<file path="src/rtl/result_broadcaster.sv">
// ---------------------------------------------------------------------------
// result_broadcaster
// Common-data-bus driver. Each of NUM_SRC functional units hands completed
// results (tag + data) into its own one-entry holding slot. A round-robin
// arbiter drains at most one slot per cycle into a registered broadcast port
// that feeds the rename table. The broadcast consumer never stalls.
//
// Ports
//   clk            clock, all state updates on the rising edge
//   rst            synchronous active-high reset
//   flush_IN       discard all held results, suppress accept and grant
//   src_valid_IN   per-source result offer
//   src_ready_OUT  per-source accept (combinational: slot empty or draining)
//   src_tag_IN     packed source tags,  source i at [i*tag_width  +: tag_width]
//   src_data_IN    packed source data,  source i at [i*data_width +: data_width]
//   bcast_OUT      one-cycle strobe per broadcast result
//   bcast_tag_OUT  broadcast tag (holds when no strobe)
//   d_OUT          broadcast data (holds when no strobe)
//   pending_OUT    registered count of occupied slots
// ---------------------------------------------------------------------------
module result_broadcaster #(
    parameter int unsigned tag_width  = 8,
    parameter int unsigned data_width = 128,
    parameter int unsigned NUM_SRC    = 4,
    parameter int unsigned CNT_W      = 3
) (
    input  logic                          clk,
    input  logic                          rst,
    input  logic                          flush_IN,
    input  logic [NUM_SRC-1:0]            src_valid_IN,
    output logic [NUM_SRC-1:0]            src_ready_OUT,
    input  logic [NUM_SRC*tag_width-1:0]  src_tag_IN,
    input  logic [NUM_SRC*data_width-1:0] src_data_IN,
    output logic                          bcast_OUT,
    output logic [tag_width-1:0]          bcast_tag_OUT,
    output logic [data_width-1:0]         d_OUT,
    output logic [CNT_W-1:0]              pending_OUT
);

    localparam int unsigned PTR_W = (NUM_SRC > 1) ? $clog2(NUM_SRC) : 1;

    // Holding slots
    logic [NUM_SRC-1:0]    slot_v_q;
    logic [NUM_SRC-1:0]    slot_v_d;
    logic [tag_width-1:0]  slot_tag_q  [NUM_SRC];
    logic [data_width-1:0] slot_data_q [NUM_SRC];

    // Round-robin pointer
    logic [PTR_W-1:0] rr_q;
    logic [PTR_W-1:0] rr_d;

    // Broadcast output register
    logic                  bcast_q;
    logic                  bcast_d;
    logic [tag_width-1:0]  bcast_tag_q;
    logic [tag_width-1:0]  bcast_tag_d;
    logic [data_width-1:0] d_q;
    logic [data_width-1:0] d_d;

    // Occupancy count
    logic [CNT_W-1:0] pending_q;
    logic [CNT_W-1:0] pending_d;

    // Arbiter results
    logic [NUM_SRC-1:0] grant_c;
    logic [PTR_W-1:0]   gnt_idx_c;
    logic               gnt_any_c;
    logic [NUM_SRC-1:0] accept_c;

    // Round-robin search starting at rr_q, wrapping; flush suppresses any grant.
    always_comb begin
        int unsigned idx;
        grant_c   = '0;
        gnt_idx_c = '0;
        gnt_any_c = 1'b0;
        idx       = 0;
        if (!flush_IN) begin
            for (int unsigned k = 0; k < NUM_SRC; k++) begin
                idx = (32'(rr_q) + k) % NUM_SRC;
                if (!gnt_any_c && slot_v_q[PTR_W'(idx)]) begin
                    gnt_any_c               = 1'b1;
                    gnt_idx_c               = PTR_W'(idx);
                    grant_c[PTR_W'(idx)]    = 1'b1;
                end
            end
        end
    end

    // A slot can take a new result when empty or when it is draining this cycle.
    assign src_ready_OUT = ~slot_v_q | grant_c;
    assign accept_c      = src_valid_IN & src_ready_OUT & {NUM_SRC{~flush_IN}};

    // Slot occupancy next state: flush > accept (incl. reload on grant) > grant.
    always_comb begin
        slot_v_d = slot_v_q;
        for (int unsigned i = 0; i < NUM_SRC; i++) begin
            if (flush_IN) begin
                slot_v_d[i] = 1'b0;
            end else if (accept_c[i]) begin
                slot_v_d[i] = 1'b1;
            end else if (grant_c[i]) begin
                slot_v_d[i] = 1'b0;
            end
        end
    end

    // Pointer advances past the granted slot, otherwise holds.
    always_comb begin
        rr_d = rr_q;
        if (gnt_any_c) begin
            if (gnt_idx_c == PTR_W'(NUM_SRC - 1)) begin
                rr_d = '0;
            end else begin
                rr_d = gnt_idx_c + PTR_W'(1);
            end
        end
    end

    // Broadcast register: strobe follows the grant, payload holds otherwise.
    always_comb begin
        bcast_d     = gnt_any_c;
        bcast_tag_d = bcast_tag_q;
        d_d         = d_q;
        if (gnt_any_c) begin
            bcast_tag_d = slot_tag_q[gnt_idx_c];
            d_d         = slot_data_q[gnt_idx_c];
        end
    end

    // pending tracks the slot occupancy that becomes current at the same edge.
    always_comb begin
        pending_d = '0;
        for (int unsigned i = 0; i < NUM_SRC; i++) begin
            pending_d = pending_d + CNT_W'(slot_v_d[i]);
        end
    end

    // Control state
    always_ff @(posedge clk) begin
        if (rst) begin
            slot_v_q    <= '0;
            rr_q        <= '0;
            bcast_q     <= 1'b0;
            bcast_tag_q <= '0;
            d_q         <= '0;
            pending_q   <= '0;
        end else begin
            slot_v_q    <= slot_v_d;
            rr_q        <= rr_d;
            bcast_q     <= bcast_d;
            bcast_tag_q <= bcast_tag_d;
            d_q         <= d_d;
            pending_q   <= pending_d;
        end
    end

    // Slot payloads are only observed while their valid bit is set, so no reset.
    always_ff @(posedge clk) begin
        for (int unsigned i = 0; i < NUM_SRC; i++) begin
            if (accept_c[i]) begin
                slot_tag_q[i]  <= src_tag_IN[i*tag_width +: tag_width];
                slot_data_q[i] <= src_data_IN[i*data_width +: data_width];
            end
        end
    end

    assign bcast_OUT     = bcast_q;
    assign bcast_tag_OUT = bcast_tag_q;
    assign d_OUT         = d_q;
    assign pending_OUT   = pending_q;

`ifndef SYNTHESIS
    // Sanity: single grant, count within range.
    always_ff @(posedge clk) begin
        if (!rst) begin
            assert ($onehot0(grant_c))
                else $error("result_broadcaster: multiple grants");
            assert (32'(pending_q) <= NUM_SRC)
                else $error("result_broadcaster: pending out of range");
        end
    end
`endif

endmodule

</file>
<file path="config.mk">
export PLATFORM = sky130hd
export DESIGN_NAME = result_broadcaster
export DESIGN_NICKNAME = d
export VERILOG_FILES = /design/src/rtl/result_broadcaster.sv
export SDC_FILE = /design/constraint.sdc
export NUM_CORES = 1
export LEC_CHECK = 0
export ABC_AREA = 1
export CAP_MARGIN = 40
export CORE_MARGIN = 8
export CORE_UTILIZATION = 30
export DETAILED_ROUTE_END_ITERATION = 7
export RECOVER_POWER = 50
export SYNTH_ARGS = -nofsm -noshare
export SYNTH_HDL_FRONTEND = slang
export SYNTH_SLANG_ARGS = --single-unit
</file>
<file path="constraint.sdc">
create_clock -name clk -period 7.6 [get_ports clk]
set_input_delay 1.52 -clock clk [delete_from_list [all_inputs] [get_ports clk]]
set_output_delay 1.52 -clock clk [all_outputs]
set_load 0.02 [all_outputs]
</file>
==> reports/qor.csv, run 1 <==
metric;value;unit
status;complete, no violations;
timing.fmax;0.181;GHz
ctsHtreeMaxLevel;3;
yosysUniqueCellTypes;28;
r2r_cells;16;
track_usage;17.5;%
cts.clk_slew.worst_paths;0.06;ns
synthToLayoutAreaGrowth;36.9;%
wl;98900;um
netlist_area;0.0294;mm^2
synthTopCellsByArea;edfxtp_1 56%, dfxtp_1 9.9%, nand3_1 9.5%;
end_kind;output pin;
drt_iter0_markers;1458;
cp_slowest_cell;clkdlybuf4s50_1;
maxCapViolCount;0;
dpl_cell_area;0.0374;mm^2
synth-seq-cells;690;
pin_count;695;
post-cts-setup-buffers;0;
synth-simple-area-share;23.1;%
multi_input_area;0.00701;mm^2
synthAdderAreaFrac;0.451;%
initial_core_util;30.1;%
relSlewSlack;26.7;%
layout.nets;4110;
drive_gt1_share;4.84;%
grt_max_degree;219;
gp_congestion;0.837;
hold_depth;4;
grt_pass1_wl;143000;um
p_leak;17.4;nW
critPathRequiredTime;6.08;ns
yosys_warnings;0;
core-area;0.0977;mm^2
crit_top_cell;nand2_1;
grt_remaining_overflow;0;
ir_drop;0.000355;V
vias;22200;
synth_top_area_share;55.6;%
grt_pass1_vias;21700;
antenna_found_initial;94;
design_area;0.0402;mm^2
synth-edff-count;544;
clk_latency;0.65;ns
rr_endpoint;d_OUT[95];
async_reset_ff_share;0;%
yosysSeqAreaShare;65.5;%
critPathLaunchType;register;
fin_skew;0.0259;ns
yosysMostFrequentCell;inv_1;
hpwl;66700;um
via_per_inst;4.48;
crit_buf_inv;3;
crit_family;buffers and inverters;
syn_nets;3467;
die_x;329;um
clock_sinks;690;
timing.rr.start;rr_q[0];
io_buffer_count;694;
finalWorstPathRequiredPeriod;5.51;ns
synth_xor_area_share;0;%
die_y;329;um
crit_type;reg -> out;
cts-buffers-inserted;82;
setup_tns;0;ns
slew_viol_final;0;
critPathMaxFanout;12;
drc;0;
clockBufferDepth;3;
setup_viol;0;
hold_end;d_OUT[119];
path_cells;clkinvlp_2 > ha_1 > inv_1 > nand3_1 > nand2_1 > nor2_1 > nand2_1 > nand4_1 > nand2_1 > nand2_1 > clkdlybuf4s50_1;
postCtsHoldBufs;0;
min_from;d_OUT[119];
cp.arrival;3.99;ns
ant_nets;0;
tritoncts;yes;
dr.pass1.iters;5;
hold_path_class;reg -> reg;
num_rows;115;
powerDensity;370;mW/mm^2
yosys.area.top_type;edfxtp_1;
fillers;9343;
synth_ff_type;edfxtp_1;
seqCellArea;0.0193;mm^2
synth_compound_area_share;0.145;%
cts.root.buffer_cell;clkbuf_16;
die_area;0.108;mm^2
avgSynthCellArea;10.1;um^2
synth_top_family_by_area;simple AND/OR/NAND/NOR gates;
synthTopCellsByCount;565 x inv_1, 558 x nand3_1, 544 x edfxtp_1, 458 x nand2_1, 286 x nor2_1;
finalCritPeriodShare;72.5;%
worstMarginPinSlew;1.10;ns
cpPeakStageDelay;0.68;ns
timing.final.hold_violations;0;
synth_cells;2906;
ff2ff_setup_slack;2.85;ns
avgRoutedWirePerCell;19.9;um
synthMuxAreaShare;0;%
post_cts_resized;0;
rsz0062_at_grt;no;
==> per-stage QoR <==
stage / total power [W] / utilization, % / hold slack [ns] / worst slack [ns] / cells
2_1_floorplan: 0.00914 / - / 0.593 / 1.62 / 2906
3_3_place_gp: 0.0112 / 38.1 / 0.542 / 2.24 / 4745
3_5_place_dp: 0.0113 / 38.3 / 0.546 / 2.43 / 4752
4_1_cts: 0.0153 / 41.0 / 0.563 / 2.54 / 4906
5_1_grt: 0.0158 / 41.1 / 0.573 / 1.79 / 4943
6_report: 0.0149 / 41.2 / 0.556 / 2.09 / 4965
==> worst max path at each step <==
| stage | cells after the start | startpoint | slack [ns] | end |
|---|---|---|---|---|
| finish | 11 | rr_q[0] | 2.09 | src_ready_OUT[1] |
| floorplan | 5 | flush_IN | 1.62 | slot_data_q[1][0] |
| detailed placement | 12 | flush_IN | 2.43 | d_OUT[95] |
| CTS | 5 | flush_IN | 2.54 | src_ready_OUT[1] |
| global placement | 11 | flush_IN | 2.24 | d_OUT[8] |
| global route | 11 | rr_q[0] | 1.79 | src_ready_OUT[2] |
==> routing by layer <==
| layer | vias to the layer above | GRT usage [%] | routed length, um |
|---|---|---|---|
| met2 | 748 | 30.2 | 48900 |
| li1 | 10700 | - | - |
| met3 | 248 | 4.69 | 7010 |
| met4 | 18 | 7.12 | 4190 |
| met5 | - | 0 | 114 |
| met1 | 10500 | 20.5 | 38700 |
==> where the power goes <==
group	total [W]	switching, W	internal, W	leakage (nW)
sequential	0.00483	0.000229	0.00460	6.29
clock	0.00392	0.00160	0.00231	1.31
combinational	0.00613	0.00417	0.00195	9.83
total	0.0149	0.00601	0.00887	17.4
==> cell type report <==
cell class	count	area share, %
inverter	572	5.37
sequential	690	47.9
multi-input combinational	1477	17.4
timing repair buffer	726	18.3
clock buffer	111	5.55
antenna	59	0.367
tap	1287	4.00
clock inverter	43	1.10
==> layout by cell type (no fill, tap or decap), types with 2 or more instances in the layout <==
cell             Yosys  final
a21oi_1              2      2
buf_12               0      4
buf_16               0      7
buf_4               27     20
bufinv_16            0      7
clkbuf_1            17     25
clkbuf_16            0     84
clkbuf_8             0      3
clkdlybuf4s50_1      0     22
clkinv_1             1     11
clkinv_2             0     14
clkinv_4             0      3
clkinv_8             0      3
clkinvlp_4           0      2
dfxtp_1            146    146
diode_2              0     59
dlygate4sd3_1        0    671
edfxtp_1           544    544
ha_1                 9      9
inv_1              565    565
inv_2                5      3
inv_6                1      5
nand2_1            458    457
nand2_2              7      6
nand2_4              2      2
nand2_8              0      2
nand3_1            558    558
nand3_2              2      2
nand3b_1           136    136
nand4_1              9      9
nor2_1             286    283
nor2_4               0      3
o21ai_1              2      2
==> worst reg2reg max path, delay by kind of cell, from the launching register on <==
kind,cells,cell delay [ns]
compound gates,1,0.09
fa+ha+maj,1,0.51
flops,1,0.61
simple gates,9,1.73
buf+inv,5,1.72
==> flip-flops by register name (all words and copies together), names as in the netlist <==
register,flops
bcast_OUT,1
bcast_tag_OUT,8
d_OUT,128
pending_OUT,3
rr_q,2
slot_data_q,512
slot_tag_q,32
slot_v_q,4
==> kinds of logic after synthesis <==
group,after synthesis
AND/OR/NAND/NOR,1460
buffers and inverters,739
flip-flops,690
adder cells (fa/ha/maj),10
AO/OA/AOI/OAI,7
Power figures use the tool's default switching activity.
==> run 2: changes to the inputs <==
- clock period: 7.6 -> 5.2 ns (I/O delays scaled with it)
==> run 2 against run 1 <==
  * Final area shrank 0.11%
  * Sequential cell count is the same
  * Die area did not move
  * Cell count about the same
  * First-iteration DRC count is 9.0% higher
  * Worst hold slack improved by 0.00083 ns
  * Clock skew barely moved
  * Largest cell class unchanged
  * Sequential power rose by 46%
  * Clock-buffer cell count is 3 lower
  * Via count is 0.19% higher
  * Highest routed layer unchanged
  * Wire length increased by 0.32%
  * Global-route usage is 0.092 points higher
==> reports/qor.csv, run 2 (synthesis gave the netlist of run 1 again) <==
metric;value;unit;change
cts.clk_slew.worst_paths;0.05;ns;was 0.06 ns
antenna_found_initial;93;;was 94
clk_latency;0.64;ns;was 0.65 ns
die_area;0.108;mm^2;unchanged
finalCritPeriodShare;88.1;%;
wl;99200;um;was 98900 um
grt_max_degree;156;;was 219
maxCapViolCount;0;;unchanged
fillers;9425;;was 9343
track_usage;17.6;%;was 17.5%
initial_core_util;30.1;%;unchanged
num_rows;115;;unchanged
multi_input_area;0.00701;mm^2;about the same
end_kind;output pin;;unchanged
drt_iter0_markers;1589;;was 1458
pre_cts_ws;0.795;ns;was 2.43 ns
p_leak;17.4;nW;about the same
drc;0;;unchanged
dpl_cell_area;0.0375;mm^2;was 0.0374 mm^2
drive_gt1_share;4.81;%;was 4.84%
dr.pass1.iters;5;;unchanged
hold_path_class;reg -> reg;;unchanged
rsz0062_at_grt;no;;unchanged
hpwl;67200;um;was 66700 um
final_cell_mix;684 x dlygate4sd3_1, 565 x inv_1, 558 x nand3_1, 544 x edfxtp_1, 458 x nand2_1;;was 671 x dlygate4sd3_1, 565 x inv_1, 558 x nand3_1, 544 x edfxtp_1, 457 x nand2_1
design_area;0.0402;mm^2;about the same
gp_congestion;0.829;;was 0.837
ir_drop;0.000509;V;was 0.000355 V
ff2ff_setup_slack;1.49;ns;was 2.85 ns
crit_buf_inv;3;;unchanged
die_y;329;um;unchanged
timing.final.hold_violations;0;;unchanged
post-cts-setup-buffers;0;;unchanged
via_per_inst;4.49;;was 4.48
die_x;329;um;unchanged
grt_pass1_vias;21800;;was 21700
seqCellArea;0.0193;mm^2;unchanged
cp.arrival;3.54;ns;was 3.99 ns
layout.nets;4110;;unchanged
crit_family;buffers and inverters;;unchanged
timing.rr.start;rr_q[1];;was rr_q[0]
setup_slack;0.619;ns;was 2.09 ns
core-area;0.0977;mm^2;unchanged
cp_slowest_cell;clkdlybuf4s50_1;;unchanged
post_cts_resized;0;;unchanged
path_cells;inv_1 > ha_1 > inv_1 > nand3_1 > nand2_1 > nor2_1 > nand2_1 > nand4_1 > nand2_1 > nand2_1 > clkdlybuf4s50_1;;was clkinvlp_2 > ha_1 > inv_1 > nand3_1 > nand2_1 > nor2_1 > nand2_1 > nand4_1 > nand2_1 > nand2_1 > clkdlybuf4s50_1
postCtsHoldBufs;0;;unchanged
synthToLayoutAreaGrowth;36.8;%;was 36.9%
largest_reg_flops;512;;unchanged
clockBufferDepth;3;;unchanged
total_power;0.0217;W;was 0.0149 W
pin_count;695;;unchanged
io_buffer_count;694;;unchanged
critPathMaxFanout;9;;was 12
vias;22300;;was 22200
setup_tns;0;ns;unchanged
hold_end;d_OUT[41];;was d_OUT[119]
slew_viol_final;0;;unchanged
grt_remaining_overflow;0;;unchanged
min_from;d_OUT[41];;was d_OUT[119]
worstMarginPinSlew;0.853;ns;was 1.10 ns
cts-buffers-inserted;80;;was 82
setup_viol;0;;unchanged
clock_sinks;690;;unchanged
crit_type;reg -> out;;unchanged
rr_endpoint;d_OUT[36];;was d_OUT[95]
hold_depth;4;;unchanged
status;complete, no violations;;unchanged
top_register;slot_data_q;;unchanged
r2r_cells;15;;was 16
finalWorstPathRequiredPeriod;4.58;ns;
avgRoutedWirePerCell;20.0;um;was 19.9 um
holdWs;0.557;ns;was 0.556 ns
crit_top_cell;nand2_1;;unchanged
tritoncts;yes;;unchanged
ant_nets;0;;unchanged
timing.fmax;0.218;GHz;
critPathLaunchType;register;;unchanged
fin_skew;0.0257;ns;was 0.0259 ns
relSlewSlack;43.2;%;was 26.7%
final_common_cell;dlygate4sd3_1;;unchanged
powerDensity;539;mW/mm^2;was 370 mW/mm^2
critPathRequiredTime;4.16;ns;was 6.08 ns
ctsHtreeMaxLevel;3;;unchanged
cpPeakStageDelay;0.64;ns;was 0.68 ns
cts.root.buffer_cell;clkbuf_16;;unchanged
grt_pass1_wl;143000;um;about the same
## run 2: worst max-delay path by stage
stage	start	to	slack [ns]	cells after the start
floorplan	rr_q[1]	slot_data_q[1][0]	0.87	12
global placement	flush_IN	d_OUT[76]	0.86	10
detailed placement	flush_IN	d_OUT[76]	0.79	10
CTS	rr_q[1]	src_ready_OUT[1]	0.62	11
global route	rr_q[1]	src_ready_OUT[1]	0.43	11
finish	rr_q[1]	src_ready_OUT[1]	0.62	11
## run 2: through the flow
step	utilization, %	cells
final	41.1	4969
after floorplan	-	2906
after global routing	41.1	4941
after CTS	41.0	4902
after global placement	38.3	4753
after detailed placement	38.4	4754
## run 2: power breakdown
group,internal (W),switching [W],total [W]
logic,0.00285,0.00620,0.00905
registers,0.00673,0.000342,0.00707
clock network,0.00325,0.00229,0.00554
## run 2: routing by layer
metal	global-route usage, %	share of wire (%)
met1	20.4	39
met2	30.7	50
met5	0	0.13
met3	4.73	6.9
met4	7.09	3.9
## run 2: final cells by class
type	instances	share of cell area, %
Multi-Input combinational cell	1477	17.5
Inverter	572	5.39
Clock inverter	40	0.940
Antenna cell	67	0.417
Clock buffer	108	5.42
Tap cell	1287	4.01
Sequential cell	690	47.9
Timing Repair Buffer	728	18.5
## run 2: tightest hold or removal path, cell delays in order (launching register included)
cell and delay, ns:
dfxtp_1 0.31, nor2_1 0.04, nor2_1 0.08, nand2_1 0.06, inv_1 0.04
==> run 3: changes to the inputs <==
- CTS_CLUSTER_SIZE: unset -> 10
==> run 3 against run 2 <==
  * Wire length increased by 0.15%
  * Worst hold slack got worse by 0.0072 ns
  * Critical path depth unchanged
  * Critical path type unchanged
==> reports/qor.csv, run 3 (synthesis gave the netlist of run 1 again) <==
metric;value;unit;change
die_area;0.108;mm^2;unchanged
crit_top_cell;nand2_1;;unchanged
status;complete, no violations;;unchanged
r2r_cells;14;;was 15
p_leak;17.4;nW;about the same
worstMarginPinSlew;0.841;ns;was 0.853 ns
cp.arrival;3.55;ns;was 3.54 ns
slew_viol_final;0;;unchanged
drc;0;;unchanged
cts-buffers-inserted;84;;was 80
finalCritPeriodShare;88.2;%;was 88.1%
rsz0062_at_grt;no;;unchanged
critPathMaxFanout;9;;unchanged
timing.fmax;0.218;GHz;about the same
drive_gt1_share;4.55;%;was 4.81%
top_register;slot_data_q;;unchanged
fin_skew;0.0212;ns;was 0.0257 ns
synthToLayoutAreaGrowth;36.8;%;about the same
grt_pass1_wl;143000;um;about the same
min_from;d_OUT[41];;unchanged
avgRoutedWirePerCell;20.0;um;about the same
cts.root.buffer_cell;clkbuf_16;;unchanged
fillers;9423;;was 9425
hpwl;67200;um;unchanged
cp_slowest_cell;clkdlybuf4s50_1;;unchanged
pin_count;695;;unchanged
final_util;41.2;%;was 41.1%
die_y;329;um;unchanged
final_cell_mix;684 x dlygate4sd3_1, 565 x inv_1, 558 x nand3_1, 544 x edfxtp_1, 458 x nand2_1;;unchanged
hold_end;d_OUT[41];;unchanged
antenna_found_initial;93;;unchanged
cpPeakStageDelay;0.61;ns;was 0.64 ns
die_x;329;um;unchanged
grt_remaining_overflow;0;;unchanged
wl;99300;um;was 99200 um
largest_reg_flops;512;;unchanged
relSlewSlack;43.9;%;was 43.2%
hold_path_class;reg -> reg;;unchanged
finalWorstPathRequiredPeriod;4.59;ns;was 4.58 ns
dp.cells;4754;;unchanged
clk_latency;0.65;ns;was 0.64 ns
post-cts-setup-buffers;0;;unchanged
crit_buf_inv;3;;unchanged
setup_viol;0;;unchanged
crit_type;reg -> out;;unchanged
cts.clk_slew.worst_paths;0.05;ns;about the same
ir_drop;0.000500;V;was 0.000509 V
layout.nets;4114;;was 4110
crit_family;simple AND/OR/NAND/NOR gates;;was buffers and inverters
multi_input_area;0.00701;mm^2;unchanged
ant_nets;0;;unchanged
gp_congestion;0.829;;unchanged
clock_sinks;690;;unchanged
maxCapViolCount;0;;unchanged
seqCellArea;0.0193;mm^2;unchanged
io_buffer_count;694;;unchanged
via_per_inst;4.50;;was 4.49
core-area;0.0977;mm^2;unchanged
ff2ff_setup_slack;1.50;ns;was 1.49 ns
track_usage;17.6;%;about the same
grt_pass1_vias;21800;;about the same
postCtsHoldBufs;0;;unchanged
timing.rr.start;rr_q[1];;unchanged
hold_depth;4;;unchanged
critPathRequiredTime;4.16;ns;about the same
post_cts_resized;0;;unchanged
grt_max_degree;156;;unchanged
setup_tns;0;ns;unchanged
rr_endpoint;d_OUT[36];;unchanged
dpl_cell_area;0.0375;mm^2;unchanged
timing.final.hold_violations;0;;unchanged
ctsHtreeMaxLevel;3;;unchanged
path_cells;inv_1 > ha_1 > inv_1 > nand3_1 > nand2_1 > nor2_1 > nand2_1 > nand4_1 > nand2_1 > nand2_1 > clkdlybuf4s50_1;;unchanged
num_rows;115;;unchanged
vias;22400;;was 22300
powerDensity;538;mW/mm^2;was 539 mW/mm^2
final_common_cell;dlygate4sd3_1;;unchanged
dr.pass1.iters;5;;unchanged
critPathLaunchType;register;;unchanged
tritoncts;yes;;unchanged
design_area;0.0402;mm^2;about the same
fin_cells;4975;;was 4969
end_kind;output pin;;unchanged
initial_core_util;30.1;%;unchanged
total_power;0.0216;W;was 0.0217 W
drt_iter0_markers;1773;;was 1589
clockBufferDepth;3;;unchanged
[run 3: metal layers]
layer / vias up / track usage [%] / wire length, um
li1: 10800 / - / -
met1: 10600 / 20.4 / 38300
met2: 785 / 30.7 / 50400
met3: 250 / 4.82 / 6910
met4: 22 / 7.25 / 3650
met5: - / 0 / 144
[run 3: how the worst max path moves through the flow]
stage,end,cells after the start,from,slack [ns]
floorplan,slot_data_q[1][0],12,rr_q[1],0.87
detailed placement,d_OUT[76],10,flush_IN,0.79
global placement,d_OUT[76],10,flush_IN,0.86
global route,src_ready_OUT[1],11,rr_q[1],0.41
CTS,src_ready_OUT[1],11,rr_q[1],0.60
finish,src_ready_OUT[2],11,rr_q[1],0.61
[run 3: layout make-up]
cell class                      instances  share of cell area, %
Clock buffer                          146                   6.19
Sequential cell                       690                   47.9
Antenna cell                           64                  0.398
Inverter                              572                   5.38
Timing Repair Buffer                  728                   18.5
Multi-Input combinational cell       1477                   17.4
Tap cell                             1287                   4.01
Clock inverter                         11                  0.215
[run 3: tightest hold or removal path, cell delays in order, from the launching register on]
cell and delay, ns:
dfxtp_1 0.31, nor2_1 0.04, nor2_1 0.07, nand2_1 0.05, inv_1 0.04
[run 3: stage by stage]
step	hold WS [ns]	setup WS (ns)
3_5_place_dp	0.542	0.795
5_1_grt	0.598	0.411
3_3_place_gp	0.540	0.863
2_1_floorplan	0.593	0.865
4_1_cts	0.559	0.597
6_report	0.550	0.614
[run 3: where the power goes]
| group | internal (W) | total (W) | leakage, nW | switching, W |
|---|---|---|---|---|
| Clock | 0.00324 | 0.00551 | 1.24 | 0.00227 |
| Sequential | 0.00673 | 0.00707 | 6.29 | 0.000341 |
| Combinational | 0.00285 | 0.00904 | 9.88 | 0.00619 |
